## src/rtl/irq_timer_ctrl.sv

```systemverilog
// Machine-level interrupt source: 64-bit mtime/mtimecmp timer plus edge-latched external lines,
// arbitrated into a one-cycle e_inter pulse with trap tracking and post-mret hold-off.
module irq_timer_ctrl #(
   parameter int N_EXT   = 4,
   parameter int HOLDOFF = 2
) (
   input  logic             clk,
   input  logic             rst_n,
   input  logic [2:0]       bus_addr,
   input  logic [31:0]      bus_wdata,
   input  logic             bus_we,
   input  logic             bus_re,
   output logic [31:0]      bus_rdata,
   input  logic [N_EXT-1:0] ext_irq,
   input  logic             mret_done,
   input  logic             stall,
   output logic             e_inter,
   output logic [31:0]      irq_cause
);

   typedef enum logic [1:0] {IDLE = 2'd0, FIRE = 2'd1, TRAP = 2'd2, HOLD = 2'd3} state_e;

   localparam logic [31:0] CAUSE_EXT = 32'h8000_000B;
   localparam logic [31:0] CAUSE_TMR = 32'h8000_0007;

   logic [63:0]      mtime_q, mtime_d, mtimecmp_q, mtimecmp_d;
   logic [N_EXT-1:0] ext_pend_q, ext_pend_d, ext_prev_q, ext_en_q, ext_en_d;
   logic             tmr_en_q, tmr_en_d;
   logic [31:0]      rdata_q, rdata_d, cause_q;
   logic             e_inter_q;
   state_e           state_q;
   logic [3:0]       hold_q;

   logic             tmr_pend, fire_req;
   logic [N_EXT-1:0] ext_hit, ext_w1c;
   logic [31:0]      pend_word, en_word;

   assign tmr_pend = (mtime_q >= mtimecmp_q);
   assign ext_hit  = ext_pend_q & ext_en_q;
   assign fire_req = ((|ext_hit) | (tmr_pend & tmr_en_q)) & ~stall;
   assign ext_w1c  = (bus_we && bus_addr == 3'd4) ? bus_wdata[N_EXT-1:0] : '0;

   always_comb begin
      pend_word              = '0;
      pend_word[16]          = tmr_pend;
      pend_word[N_EXT-1:0]   = ext_pend_q;
      en_word                = '0;
      en_word[16]            = tmr_en_q;
      en_word[N_EXT-1:0]     = ext_en_q;
   end

   always_comb begin
      mtime_d    = mtime_q + 64'd1;
      mtimecmp_d = mtimecmp_q;
      tmr_en_d   = tmr_en_q;
      ext_en_d   = ext_en_q;
      if (bus_we) begin
         case (bus_addr)
            3'd0: mtime_d          = {mtime_q[63:32], bus_wdata};
            3'd1: mtime_d          = {bus_wdata, mtime_q[31:0]};
            3'd2: mtimecmp_d[31:0]  = bus_wdata;
            3'd3: mtimecmp_d[63:32] = bus_wdata;
            3'd5: begin
               tmr_en_d = bus_wdata[16];
               ext_en_d = bus_wdata[N_EXT-1:0];
            end
            default: ;
         endcase
      end
      // a fresh rising edge beats a same-cycle W1C on the same bit
      ext_pend_d = (ext_pend_q & ~ext_w1c) | (ext_irq & ~ext_prev_q);
      rdata_d    = rdata_q;
      if (bus_re) begin
         case (bus_addr)
            3'd0:    rdata_d = mtime_q[31:0];
            3'd1:    rdata_d = mtime_q[63:32];
            3'd2:    rdata_d = mtimecmp_q[31:0];
            3'd3:    rdata_d = mtimecmp_q[63:32];
            3'd4:    rdata_d = pend_word;
            3'd5:    rdata_d = en_word;
            3'd6:    rdata_d = {30'd0, state_q};
            default: rdata_d = '0;
         endcase
      end
   end

   always_ff @(posedge clk or negedge rst_n) begin
      if (!rst_n) begin
         mtime_q    <= '0;
         mtimecmp_q <= '1;
         ext_pend_q <= '0;
         ext_prev_q <= '0;
         ext_en_q   <= '0;
         tmr_en_q   <= 1'b0;
         rdata_q    <= '0;
      end else begin
         mtime_q    <= mtime_d;
         mtimecmp_q <= mtimecmp_d;
         ext_pend_q <= ext_pend_d;
         ext_prev_q <= ext_irq;
         ext_en_q   <= ext_en_d;
         tmr_en_q   <= tmr_en_d;
         rdata_q    <= rdata_d;
      end
   end

   // HOLD lasts max(HOLDOFF,1) cycles before IDLE
   always_ff @(posedge clk or negedge rst_n) begin
      if (!rst_n) begin
         state_q   <= IDLE;
         hold_q    <= '0;
         e_inter_q <= 1'b0;
         cause_q   <= '0;
      end else begin
         case (state_q)
            IDLE: if (fire_req) begin
               state_q   <= FIRE;
               e_inter_q <= 1'b1;
               cause_q   <= (|ext_hit) ? CAUSE_EXT : CAUSE_TMR;
            end
            FIRE: begin
               e_inter_q <= 1'b0;
               state_q   <= TRAP;
            end
            TRAP: if (mret_done) begin
               state_q <= HOLD;
               hold_q  <= '0;
            end
            HOLD: begin
               if (({1'b0, hold_q} + 5'd1) >= 5'(HOLDOFF)) state_q <= IDLE;
               else                                        hold_q  <= hold_q + 4'd1;
            end
            default: state_q <= IDLE;
         endcase
      end
   end

   assign bus_rdata = rdata_q;
   assign e_inter   = e_inter_q;
   assign irq_cause = cause_q;

endmodule

```

## config.mk

```make
export PLATFORM = sky130hd
export DESIGN_NAME = irq_timer_ctrl
export DESIGN_NICKNAME = d
export VERILOG_FILES = /design/src/rtl/irq_timer_ctrl.sv
export SDC_FILE = /design/constraint.sdc
export NUM_CORES = 1
export LEC_CHECK = 0
export CAP_MARGIN = 20
export CORE_ASPECT_RATIO = 0.9
export CORE_MARGIN = 4
export CORE_UTILIZATION = 30
export DETAILED_ROUTE_END_ITERATION = 16
export GPL_ROUTABILITY_DRIVEN = 0
export GPL_TIMING_DRIVEN = 0
export PLACE_DENSITY = 0.51
export SYNTH_ARGS = -nofsm -noshare
export SYNTH_HDL_FRONTEND = slang
export SYNTH_SLANG_ARGS = --single-unit
```

## constraint.sdc

```tcl
create_clock -name clk -period 4.8 [get_ports clk]
set_input_delay 1.44 -clock clk [delete_from_list [all_inputs] [get_ports clk]]
set_output_delay 1.44 -clock clk [all_outputs]
set_load 0.05 [all_outputs]
```

# --- After elaboration in Yosys (flattened, before gate mapping) ---
# Index checks and enable logic that the tools add are counted.
totals:
  reg_bits: 212
  latchBits: 0
  ram_bits: 0
  rom_bits: 0
  inputBits: 45
  out_inout_bits: 65
  wordCells: 70
  n_memories: 0
classes:
  add_sub_neg: 3
  mul: 0
  div_mod_pow: 0
  n_lt_le_gt_ge: 2
  eq_ne: 15
  n_shift: 0
  mux: 14
  bitwise: 10
  n_reduce_logical: 13
ops:
  columns: ["cell", "n"]
  rows:
  - ["32-bit case mux with 7 select lines", 1]
  - ["64-bit case mux with 2 select lines", 1]
  - ["64-bit by 1-bit adder with 64-bit output (second input constant)", 1]
  - ["64-bit >= comparator", 1]
  - ["64-bit two-way mux", 1]
  - ["4-bit two-way mux", 4]
  - ["4-bit AND", 3]
  - ["2-bit != test (second input constant)", 6]
  - ["2-bit AND reduction", 5]
  - ["3-bit equality test (second input constant)", 3]
  - ["4-bit inverter", 2]
  - ["2-bit case mux with 4 select lines", 1]
  - ["4-bit case mux with 2 select lines", 1]
  - ["3-bit by 2-bit equality test with 1-bit output (second input constant)", 2]
  - ["2-bit two-way mux", 3]
  - ["3-bit AND reduction", 2]
  - ["4-bit by 1-bit adder with 5-bit output (second input constant)", 1]
  - ["5-bit by 2-bit >= comparator with 1-bit output (second input constant)", 1]
  - ["4-bit by 1-bit adder with 4-bit output (second input constant)", 1]
  - ["2-bit equality test (second input constant)", 2]
  - ["4-bit bitwise OR", 1]
  - ["2-bit nonzero test", 2]
  - ["4-bit OR reduction", 1]
  - ["3-bit by 1-bit equality test with 1-bit output (second input constant)", 1]
  - ["other kinds (9)", 10]

# --- Depth between registers and ports, before layout ---
logic_depth:
  word_depth: 6
  mapped_depth: 11
  depth_no_buf: 10

# --- Worst setup path after synthesis ---
# No wires, ideal clock.
synth_timing:
  path_kind: "input -> register"
  start: "in bus_addr[0]"
  end: "reg mtime_q[2]"
  setup_ps: 137
  t_arrival_ps: 3201
  slack_ps: 1462
  path_stages: 8
  cell_sequence: "clkbuf_1 > nor3b_1 > and2_1 > clkbuf_1 > buf_1 > nor2_1 > nor2_1 > a21oi_1"
synth_between:
  elab_chain_len: 3
  elab_cells_between_ends: 5
  classes_between: "2 x eq/ne; 2 x mux; 1 x reduce/logical"
synth_rtl:
  columns: ["item", "line", "text"]
  rows:
  - ["start: declaration", "9", "input logic [2:0] bus_addr,"]
  - ["3-bit by 1-bit equality test with 1-bit output or 3-bit zero test (tied branches)", "58", "case (bus_addr)"]
  - ["64-bit case mux with 2 select lines", "58", null]
  - ["64-bit two-way mux", "57", "if (bus_we) begin"]
  - ["end signal: assignment", "97", "mtime_q <= mtime_d;"]
  - ["end: declaration", "26", "logic [63:0] mtime_q, mtime_d, mtimecmp_q, mtimecmp_d;"]
# Parallel ways exist; a longest one is shown, timed or not.
# A chain may end at the register's enable or synchronous reset.

# --- Worst setup path after layout ---
layout_timing:
  start: "in bus_addr[1]"
  end: "reg mtime_q[48]"
# Same word-level chain as after synthesis.

==> summary.txt <==
Detailed routing
  • Via count: about 10000
  • Vias per cell: roughly 5.5
  • Antenna-violating nets left: 0
  • DRT iter0 DRCs: 1000
  • DRT Pass-1 Iters: 6
  • DRC: 0
  • Final WL: just over 40000 um
  • Drt wl/cell: approximately 22 um

Clock tree
  • CTS tree: done
  • Setup bufs post-CTS: 0
  • CTS buffer count: 17
  • Clk buf depth: 2
  • Clk sinks: 183
  • Worst-Skew Late Latency: approximately 0.46 ns
  • # hold bufs at CTS: 0
  • H-Tree Level Count: 4
  • Post-CTS Resized: 0
  • Reg clk slew, reported paths: 0.08 ns
  • Clock root buffer: clkbuf_16

Placed design
  • Dpl cells: 1845
  • I/O Buffers: 80
  • Post-DP HPWL: between 30000 and 40000 um
  • Post-DP Area: ~13000 um^2

Layout
  • Nets@finish: ~1500
  • Fraction of layout cells with a size suffix above 1: 13.9%
  • Diode count: 0
  • Commonest non-fill, non-tap cell in the layout: a21oi_1
  • Commonest cells after routing, fill and taps aside: 129 x a21oi_1, 123 x inv_1, 120 x nand2_1, 119 x dfrtp_1, 103 x o21ai_0
  • Fin area: between 10000 and 15000 um^2
  • Area growth, synth to finish: 18.9%
  • Layout Cells excl Fill: ~1900

Hold path
  • Min-delay worst type: reg -> reg
  • Hold Path End: ext_pend_q[3]
  • Hold path cells: 1
  • Worst Hold Launch: ext_prev_q[3]

Synthesis
  • Top-area cell type share of the netlist area: 26.5%
  • Post-synth EDFFs: 0
  • Ys flop type: dfrtp_1
  • Top post-synthesis cells by area: dfrtp_1 27%, dfstp_2 15%, ha_1 7.9%
  • Sequential element share of the synthesized area: 41.5%
  • Mapped cell area: about 11000 um^2
  • Synth cell types: between 50 and 60
  • Avg Synthesized Cell Area: approximately 9 um^2
  • Largest area contributor in the netlist: dfrtp_1
  • Post-synthesis sequential element count: between 150 and 200
  • Post-Syn Instances: roughly 1300
  • Async SR Flop Fraction: 100%
  • Synth warnings: 0

Critical path
  • Endpoint class of the critical path: register
  • R2R Path End: state_q[1]
  • CP arrival: around 4.9 ns
  • Critical Path Fanout Max: 10
  • Reg2Reg Setup Slack: around 0.82 ns
  • Reg2Reg Depth: 10
  • WS Path Type: in -> reg
  • Worst reg2reg startpoint: mtimecmp_q[15]
  • Startpoint types: input pin
  • Worst Path Required: 5.11 ns

GRT
  • Initial antenna violation count: 0
  • First-pass GRT wire length: ~62000 um
  • Total congestion overflow: 0
  • Vias in the first global route: 10011
  • Overall routing resource usage: 20.3%
  • Largest net degree at the start of global routing: ~110

Pwr
  • Internal power: approximately 3.4 mW
  • Overall power: between 5 and 6 mW
  • Pwr Density: about 430 nW/um^2
  • Sequential fraction of design power: 41.3%
  • Leakage: 5.62 nW
  • Part of the power in the clock network: between 20% and 30%
  • VDD IR max: roughly 0.19 mV
  • Comb pwr share: about a third
  • Sw Share: 40.1%
  • Switching power: about 2.3 mW

Timing
  • Measured slew at the worst slew-check pin: 1.04 ns
  • Crit share post-route: between 90% and 100%
  • WHS: about 0.43 ns
  • Fmax achieved: about 0.22 GHz
  • Final number of hold-violating endpoints: 0
  • Post-route minimum period: 4.60 ns
  • Clk_skew: 0.0142 ns
  • Slew Viols, Final: 0
  • Relative slew slack: a little under a third
  • Setup tns final: 0 ns
  • Unrepaired setup endpoints after global routing: false
  • Final setup viols: 0

Floorplanning
  • Die area: just over 40000 um^2
  • Core box area: approximately 37000 um^2
  • Die Y: roughly 190 um
  • # IOs: 110
  • Cell Rows: between 60 and 70
  • Starting Density: between 30% and 40%
  • Die width: 212 um

Run status
  • Status: finished, final reports clean

Job
  • Max-Cap Viols: 0
[metal layers]
layer | wire length (um) | GRT usage (%) | up-vias
met4 | 814 | 5.87 | 0
met2 | 17800 | 30.5 | 373
met1 | 19100 | 28.8 | 5088
met5 | 0 | 0 | -
met3 | 3260 | 5.38 | 54
li1 | - | - | 4719
[cell families (layout without fill, tap and decap cells)]
logic type / after synthesis / count (layout) / synth area share [%]
AO/OA/AOI/OAI: 383 / 383 / 20.4
AND/OR/NAND/NOR: 344 / 344 / 14.7
buffers and inverters: 219 / 335 / 8.37
flip-flops: 183 / 183 / 41.5
adder cells (fa/ha/maj): 71 / 71 / 7.91
multiplexers: 58 / 58 / 7.07
other: 1 / 27 / 0.0334
[registers in the layout, indices dropped and copies added (netlist names)]
name,count
ext_pend_q,4
bus_rdata,32
hold_q,4
state_q,2
ext_en_q,4
mtime_q,64
e_inter,1
tmr_en_q,1
irq_cause,3
ext_prev_q,4
mtimecmp_q,64
[layout make-up]
| class | count | area, um^2 |
|---|---|---|
| Sequential cell | 183 | 4660 |
| Fill cell | 3762 | 23200 |
| Inverter | 123 | 462 |
| Clock inverter | 15 | 134 |
| Multi-Input combinational cell | 883 | 5730 |
| Timing Repair Buffer | 84 | 863 |
| Clock buffer | 17 | 425 |
| Buffer | 96 | 478 |
| Tap cell | 476 | 596 |
[how the worst max path moves through the flow]
stage | to | startpoint | slack (ns) | cells after the start
detailed placement | mtime_q[58] | bus_addr[1] | -0.08 | 8
global route | mtime_q[58] | bus_addr[1] | 0.17 | 8
floorplan | mtime_q[2] | bus_addr[0] | 1.46 | 8
global placement | bus_rdata[20] | rst_n | -5.93 | 1
CTS | mtime_q[48] | bus_addr[1] | 0.40 | 8
finish | mtime_q[48] | bus_addr[1] | 0.20 | 8
[cell usage after synthesis, drive strengths merged, types with 4 or more instances]
cell and count:
nand4 21, inv 123, a221oi 19, clkbuf 55
and4 8, buf 41, mux2i 5, mux4 13
o22a 5, a22o 16, nand2 120, a31oi 9
a21oi 129, nor2b 6, dfstp 64, o31ai 4
o22ai 57, o211ai 6, dfrtp 119, nor2 75
nor4 6, a22oi 7, and3 22, nor3 11
a21o 5, o21ai 103, and2 11, mux2 40
nand2b 5, nor3b 5, ha 71, nand3 49
[critical path, cell delays in order]
cell and delay [ns]:
clkdlybuf4s50_1 0.50, clkbuf_1 0.61, nor3_1 0.31, nand2_1 0.19, clkbuf_1 0.47, clkbuf_1 0.63, clkbuf_1 0.61, a21oi_1 0.15
[power groups by stage]
| stage | sequential, mW | combinational [mW] | clock [mW] |
|---|---|---|---|
| after floorplan | 2.42 | 1.16 | 0 |
| after global placement | 2.37 | 1.89 | 0 |
| after detailed placement | 2.37 | 1.93 | 0 |
| after CTS | 2.35 | 1.94 | 1.44 |
| after global routing | 2.41 | 2.18 | 1.50 |
| final | 2.36 | 1.95 | 1.41 |
[stage by stage]
stage	util, %	setup slack (ns)
finish	36.6	0.199
global route	36.6	0.169
CTS	36.6	0.401
detailed placement	35.0	-0.0828
global placement	34.8	-5.93
floorplan	-	1.46
Note: power is estimated with default switching activity, not from simulation.
